`src/rtl/imm_gen_pipe.sv`:
```
// Pipelined immediate generator for the decode stage.
// The immediate (and its illegal-format flag) is expanded combinationally
// from Instr[31:7] and ImmSrc as the request is accepted. It is then stored in
// a two-entry skid buffer, so that in_ready is driven from a register and never
// depends combinationally on out_ready.
module imm_gen_pipe #(
    parameter int W     = 32,  // XLEN, 32 or 64
    parameter int DEPTH = 2    // skid-buffer entries, fixed at 2
) (
    input  logic         clk,
    input  logic         rst_n,
    input  logic         flush,
    input  logic         in_valid,
    output logic         in_ready,
    input  logic [2:0]   ImmSrc,
    input  logic [24:0]  Instr,
    output logic         out_valid,
    input  logic         out_ready,
    output logic [W-1:0] out,
    output logic         out_err
);

    // The value of each state is the number of occupied entries.
    typedef enum logic [1:0] {
        EMPTY = 2'd0,
        ONE   = 2'd1,
        TWO   = 2'd2
    } occ_e;

    localparam logic [1:0] FULL_L = 2'(DEPTH);

    occ_e         state_q, state_d;
    logic [W-1:0] head_q, head_d;
    logic         head_err_q, head_err_d;
    logic [W-1:0] tail_q, tail_d;
    logic         tail_err_q, tail_err_d;

    logic [W-1:0] imm_new;
    logic         err_new;
    logic         accept;
    logic         pop;

    // Expand one immediate. The 32-bit form is built first and then extended
    // to W, so that U-type sign-extends above bit 31 when W is 64.
    function automatic logic [W:0] expand_imm(input logic [2:0] sel,
                                              input logic [24:0] raw);
        logic [31:0]        ins;
        logic signed [31:0] s32;
        logic [5:0]         sh;
        logic [W-1:0]       val;
        logic               err;
        ins = {raw, 7'b0};
        s32 = '0;
        val = '0;
        err = 1'b0;
        sh  = (W == 64) ? ins[25:20] : {1'b0, ins[24:20]};
        case (sel)
            3'b000: begin
                s32 = {{20{ins[31]}}, ins[31:20]};
                val = W'(s32);
            end
            3'b001: begin
                s32 = {{20{ins[31]}}, ins[31:25], ins[11:7]};
                val = W'(s32);
            end
            3'b010: begin
                s32 = {{19{ins[31]}}, ins[31], ins[7], ins[30:25], ins[11:8], 1'b0};
                val = W'(s32);
            end
            3'b011: begin
                s32 = {{11{ins[31]}}, ins[31], ins[19:12], ins[20], ins[30:21], 1'b0};
                val = W'(s32);
            end
            3'b100: begin
                s32 = {ins[31:12], 12'b0};
                val = W'(s32);
            end
            3'b101:  val = W'(ins[19:15]);
            3'b110:  val = W'(sh);
            default: begin
                val = '0;
                err = 1'b1;
            end
        endcase
        return {err, val};
    endfunction

    assign {err_new, imm_new} = expand_imm(ImmSrc, Instr);

    assign in_ready  = (state_q < FULL_L);
    assign out_valid = (state_q != EMPTY);
    assign out       = head_q;
    assign out_err   = head_err_q;
    assign accept    = in_valid & in_ready;
    assign pop       = out_valid & out_ready;

    // Next occupancy and entry contents. The head is only replaced once it has been popped.
    always_comb begin
        state_d    = state_q;
        head_d     = head_q;
        head_err_d = head_err_q;
        tail_d     = tail_q;
        tail_err_d = tail_err_q;
        if (flush) begin
            state_d = EMPTY;
        end else begin
            case (state_q)
                EMPTY: begin
                    if (accept) begin
                        state_d    = ONE;
                        head_d     = imm_new;
                        head_err_d = err_new;
                    end
                end
                ONE: begin
                    if (accept && pop) begin
                        head_d     = imm_new;
                        head_err_d = err_new;
                    end else if (accept) begin
                        state_d    = TWO;
                        tail_d     = imm_new;
                        tail_err_d = err_new;
                    end else if (pop) begin
                        state_d = EMPTY;
                    end
                end
                TWO: begin
                    if (pop) begin
                        state_d    = ONE;
                        head_d     = tail_q;
                        head_err_d = tail_err_q;
                    end
                end
                default: state_d = EMPTY;
            endcase
        end
    end

    // Occupancy and entry registers. Reset clears both entries immediately.
    always_ff @(posedge clk or negedge rst_n) begin
        if (!rst_n) begin
            state_q    <= EMPTY;
            head_q     <= '0;
            head_err_q <= 1'b0;
            tail_q     <= '0;
            tail_err_q <= 1'b0;
        end else begin
            state_q    <= state_d;
            head_q     <= head_d;
            head_err_q <= head_err_d;
            tail_q     <= tail_d;
            tail_err_q <= tail_err_d;
        end
    end

endmodule
```
`config.mk`:
```
export PLATFORM = sky130hd
export DESIGN_NAME = imm_gen_pipe
export DESIGN_NICKNAME = d
export VERILOG_FILES = /design/src/rtl/imm_gen_pipe.sv
export SDC_FILE = /design/constraint.sdc
export NUM_CORES = 1
export LEC_CHECK = 0
export ABC_CLOCK_PERIOD_IN_PS = 1800
export CORE_MARGIN = 10
export CORE_UTILIZATION = 52
export DETAILED_ROUTE_END_ITERATION = 10
export HOLD_SLACK_MARGIN = 0.15
export PLACE_DENSITY = 0.8
export SYNTH_ARGS = -nofsm -noshare
export SYNTH_HDL_FRONTEND = slang
export SYNTH_SLANG_ARGS = --single-unit
```
`constraint.sdc`:
```
create_clock -name clk -period 1.8 [get_ports clk]
set_clock_uncertainty 0.05 [all_clocks]
set_input_delay 0.18 -clock clk [delete_from_list [all_inputs] [get_ports clk]]
set_output_delay 0.18 -clock clk [all_outputs]
set_load 0.05 [all_outputs]
```
==> flow_summary.toml, run 1 <==
[status]
outcome = "finished, final reports clean"

[grt]
use_met1 = 0.227
grt_util_met2 = 0.263
met3_usage = 0.0529
grt_use_total = 0.172
grt_start_max_net_pins = 58
gr-total-overflow = 0
grt_pass1_wl_um = 14400
antenna_found_initial = 0
grt_pass1_vias = 2863
busiest_layer = "met2"

[worst_setup_path]
cp.required_ns = 1.57
path_max_fanout = 2
worstSetupPathType = "reg -> out"
slowest_delay_ns = 0.82
crit_path_end_kind = "primary output"
arrival_ns = 1.53
startpoint_type = "flip-flop"
critPathSlowestCell = "clkdlybuf4s50_1"
cp_top_family = "buffers and inverters"
path_buf_inv = 1
path_cells = "clkdlybuf4s50_1"

[drt]
drt_first_iter_violations = 145
drcViolationCount = 0
dr.pass1.iters = 5
final_antenna_net_count = 0
vias = 2968
vias_per_cell = 5.63
wl_per_cell_um = 16.7
wl_um = 8780

[finish]
mostFrequentLayoutCells = "dfrtp_1 (68), nand2_1 (62), clkdlybuf4s50_1 (54), o21ai_0 (41), a21oi_1 (25)"
diodes = 0
fillerInstances = 531
drive_gt1_frac = 0.172
final_common_cell = "dfrtp_1"
final_core_util = 0.689
design_area_sq_um = 4660
ff_latch_area_sq_um = 1700
multi_input_area_sq_um = 1740
syn2layout_area_growth_pct = 29.8
finalNonFillerCells = 527
nNetsFinal = 475

[timing]
worst_slew_pin_slew_ns = 0.688
max-slew-margin-rel = 0.539
rsz0062_at_grt = "false"
finalMaxSlewViolations = 0
finalCriticalPeriod_ns = 1.76
setup_viol = 0
fin_crit_sh = 0.979
max_freq_ghz = 0.568
finalHoldViolCount = 0

[logic_synthesis]
avgSynthCellArea_sq_um = 9.57
yosysUniqueCellTypes = 41
synthArstFlopShare = 1.00
synth_nets = 408
ys.flop_type = "dfrtp_1"
synth_seq_cells = 68
synthCells = 375
yosys_warnings = 0
syn-cell-area_sq_um = 3590
synth-edff-count = 0
synth-seq-area-share = 0.474

[place]
place_inst = 510
dpl.hpwl_um = 6260
gp_congestion = 0.799
place_area_sq_um = 4400
io_buffers = 67

[power]
switching_share = 0.348
cellPowerDensity_nw_per_um2 = 1060
power.total_uw = 4940
switchingPower_uw = 1720
p_leak_uw = 0.00218
power.share.clock = 0.291
power_frac_seq = 0.403
ir_worst_vdd_mv = 0.701
comb_power_share = 0.306
internal-power_uw = 3220

[die]
die_area_sq_um = 10600
die_y_um = 103
row_count = 30
start_util = 0.531
fp.dieW_um = 103
io_pins = 68
core_area_sq_um = 6760

[clocking]
post-cts-setup-buffers = 0
cts_buffer_depth = 2
insertion_delay_ns = 0.35
h-tree-depth = 3
cts_tree = "done"
clockRootBuffer = "clkbuf_8"
cts_num_sinks = 68
cts.clk_slew.worst_paths_ns = 0.08
cts_buffers = 9

[min_path]
min_path_type = "in -> async"

[flow_run]
max-cap-violations = 0
kinds of logic after synthesis:
logic type      count (synthesis)  share of synthesized area
simple gates                  136                      0.206
compound gates                 99                      0.158
flops                          68                      0.474
mux                            37                      0.110
buf+inv                        34                     0.0464
xor+xnor                        1                    0.00453
synthesized netlist by cell type, types with 7 or more instances:
master	count	area [sq um]
a21oi_1	25	125
and3b_1	7	61.3
buf_2	15	75.1
clkbuf_1	13	48.8
dfrtp_1	68	1700
mux2_2	18	203
mux2i_1	16	160
nand2_1	62	233
nand2b_1	8	50.1
nand4_1	8	50.1
nand4b_1	8	70.1
nor2_1	17	63.8
o21ai_0	41	205
o21ai_1	17	85.1
or4bb_1	8	90.1
flip-flops by register name, summed over array words and instances, names as in the netlist:
name / cells
tail_q: 32
out: 32
tail_err_q: 1
out_err: 1
state_q: 2
power groups by stage:
stage	clock network (uW)	registers [uW]	logic, uW
global route	1510	2030	1630
detailed placement	0	2020	1510
global placement	0	2000	1490
finish	1440	1990	1510
floorplan	0	2480	478
CTS	1460	1990	1530
routing by layer:
| metal | up-vias | part of all wire |
|---|---|---|
| li1 | 1454 | - |
| met1 | 1429 | 0.45 |
| met2 | 77 | 0.48 |
| met3 | 8 | 0.058 |
| met4 | 0 | 0.011 |
| met5 | - | 0 |
through the flow:
step	setup TNS, ns	setup slack [ns]	hold WS [ns]
finish	0	0.0384	0.295
global route	0	0.00154	0.355
CTS	0	0.0153	0.300
detailed placement	-14.31	-0.556	0.141
global placement	-14.48	-0.553	0.132
floorplan	0	0.232	-0.166
final timing paths:
check / endpoint / depth (start not counted) / slack (ns) / startpoint
max in group asynchronous: tail_q[18] / 3 / 0.87 / rst_n
worst max register to register: out[24] / 5 / 0.11 / state_q[1]
worst min register to register: tail_q[11] / 2 / 0.42 / tail_q[11]
min in group clk: tail_q[11] / 2 / 0.42 / tail_q[11]
worst max-delay path: out[22] / 1 / 0.04 / out[22]
worst min-delay path: state_q[1] / 2 / 0.29 / rst_n
final cells by class:
cell class                      instances  share of cell area
Inverter                                2             0.00161
Tap cell                               80              0.0215
Timing Repair Buffer                   88               0.190
Clock inverter                          6              0.0185
Multi-Input combinational cell        273               0.374
Clock buffer                           10              0.0295
Sequential cell                        68               0.365
timing repair:
| action | 4_1_cts | 5_1_grt |
|---|---|---|
| hold endpoints to repair | 40 | 0 |
| endpoints found under the setup margin | 22 | 17 |
| resized for setup | 2 | 4 |
| hold buffers | 1 | 0 |
Note: power is estimated with default switching activity, not from simulation.
==> inputs of run 2 (changes only) <==
MAX_ROUTING_LAYER = met4   (was not set)
==> flow_summary.toml, run 2 (synthesis results as in run 1) <==
[drt]
dr.pass1.iters = 5
drt_first_iter_violations = 172
wl_um = 8870
wl_per_cell_um = 16.8
vias_per_cell = 5.67
vias = 2986
final_antenna_net_count = 0
drcViolationCount = 0

[clocking]
cts_buffer_depth = 2
cts_num_sinks = 68
cts_buffers = 9
clockRootBuffer = "clkbuf_8"
post-cts-setup-buffers = 0
cts_tree = "done"
insertion_delay_ns = 0.35
h-tree-depth = 3
cts.clk_slew.worst_paths_ns = 0.08

[finish]
finalNonFillerCells = 527
nNetsFinal = 475
final_common_cell = "dfrtp_1"
drive_gt1_frac = 0.172
mostFrequentLayoutCells = "dfrtp_1 (68), nand2_1 (62), clkdlybuf4s50_1 (54), o21ai_0 (41), a21oi_1 (25)"
design_area_sq_um = 4660
syn2layout_area_growth_pct = 29.8
diodes = 0

[timing]
whs_ns = 0.291
setup_viol = 0
finalCriticalPeriod_ns = 1.78
max-slew-margin-rel = 0.543
max_freq_ghz = 0.563
finalWorstSetupSlack_ns = 0.0237
finalHoldViolCount = 0
finalMaxSlewViolations = 0
worst_slew_pin_slew_ns = 0.683
rsz0062_at_grt = "false"
fin_crit_sh = 0.987

[die]
row_count = 30
die_area_sq_um = 10600
start_util = 0.531
fp.dieW_um = 103
die_y_um = 103
io_pins = 68
core_area_sq_um = 6760

[worst_setup_path]
slowest_delay_ns = 0.82
cp.required_ns = 1.57
startpoint_type = "flip-flop"
worstSetupPathType = "reg -> out"
path_cells = "clkdlybuf4s50_1"
cp_top_family = "buffers and inverters"
critPathSlowestCell = "clkdlybuf4s50_1"
path_buf_inv = 1
arrival_ns = 1.55
crit_path_end_kind = "primary output"
path_max_fanout = 2

[grt]
grt_use_total = 0.177
grt_pass1_vias = 2867
gr-total-overflow = 0
antenna_found_initial = 0
grt_start_max_net_pins = 58
grt_pass1_wl_um = 14400

[min_path]
min_path_type = "in -> async"

[status]
outcome = "finished, final reports clean"

[place]
place_inst = 510
io_buffers = 67
place_area_sq_um = 4400
gp_congestion = 0.811
dpl.hpwl_um = 6260
pre_cts_ws_ns = -0.556

[flow_run]
max-cap-violations = 0

[power]
p_leak_uw = 0.00218
ir_worst_vdd_mv = 0.692
cellPowerDensity_nw_per_um2 = 1060
power.total_uw = 4940
[run 2: path summary, 6_finish.rpt]
path / cells past startpoint / startpoint / slack (ns) / to
worst max-delay path: 1 / out[10] / 0.02 / out[10]
worst min-delay path: 2 / rst_n / 0.29 / state_q[1]
worst max register to register: 5 / state_q[1] / 0.10 / out[24]
worst min register to register: 2 / tail_q[11] / 0.42 / tail_q[11]
max in group asynchronous: 3 / rst_n / 0.87 / tail_q[18]
min in group clk: 2 / tail_q[11] / 0.42 / tail_q[11]
[run 2: metal layers]
layer	GRT usage	share of wire
met1	0.232	0.46
met2	0.264	0.48
met3	0.0449	0.054
met4	0.0545	0.010
met5	-	0
[run 2: what timing repair did]
item,CTS,global route
hold buffers,1,0
endpoints found under the hold margin,40,0
resized for setup,2,4
endpoints found under the setup margin,22,17
[run 2: report_power, final]
group	internal [uW]	leakage (uW)	switching (uW)
Sequential	1830	0.000883	163
Combinational	575	0.00119	937
Clock	818	0.000113	617
Total	3220	0.00218	1720
[run 2: cell type report]
class / instances / area, sq um
repair buffers: 88 / 885
flip-flops and latches: 68 / 1700
clock inverters: 6 / 86.3
inverters: 2 / 7.51
well taps: 80 / 100
fillers: 531 / 2100
multi-input cells: 273 / 1740
clock buffers: 10 / 138
[run 2: per-stage QoR]
stage | utilization | setup TNS (ns)
2_1_floorplan | - | 0
3_3_place_gp | 0.651 | -14.48
3_5_place_dp | 0.651 | -14.31
4_1_cts | 0.688 | 0
5_1_grt | 0.689 | 0
6_report | 0.689 | 0
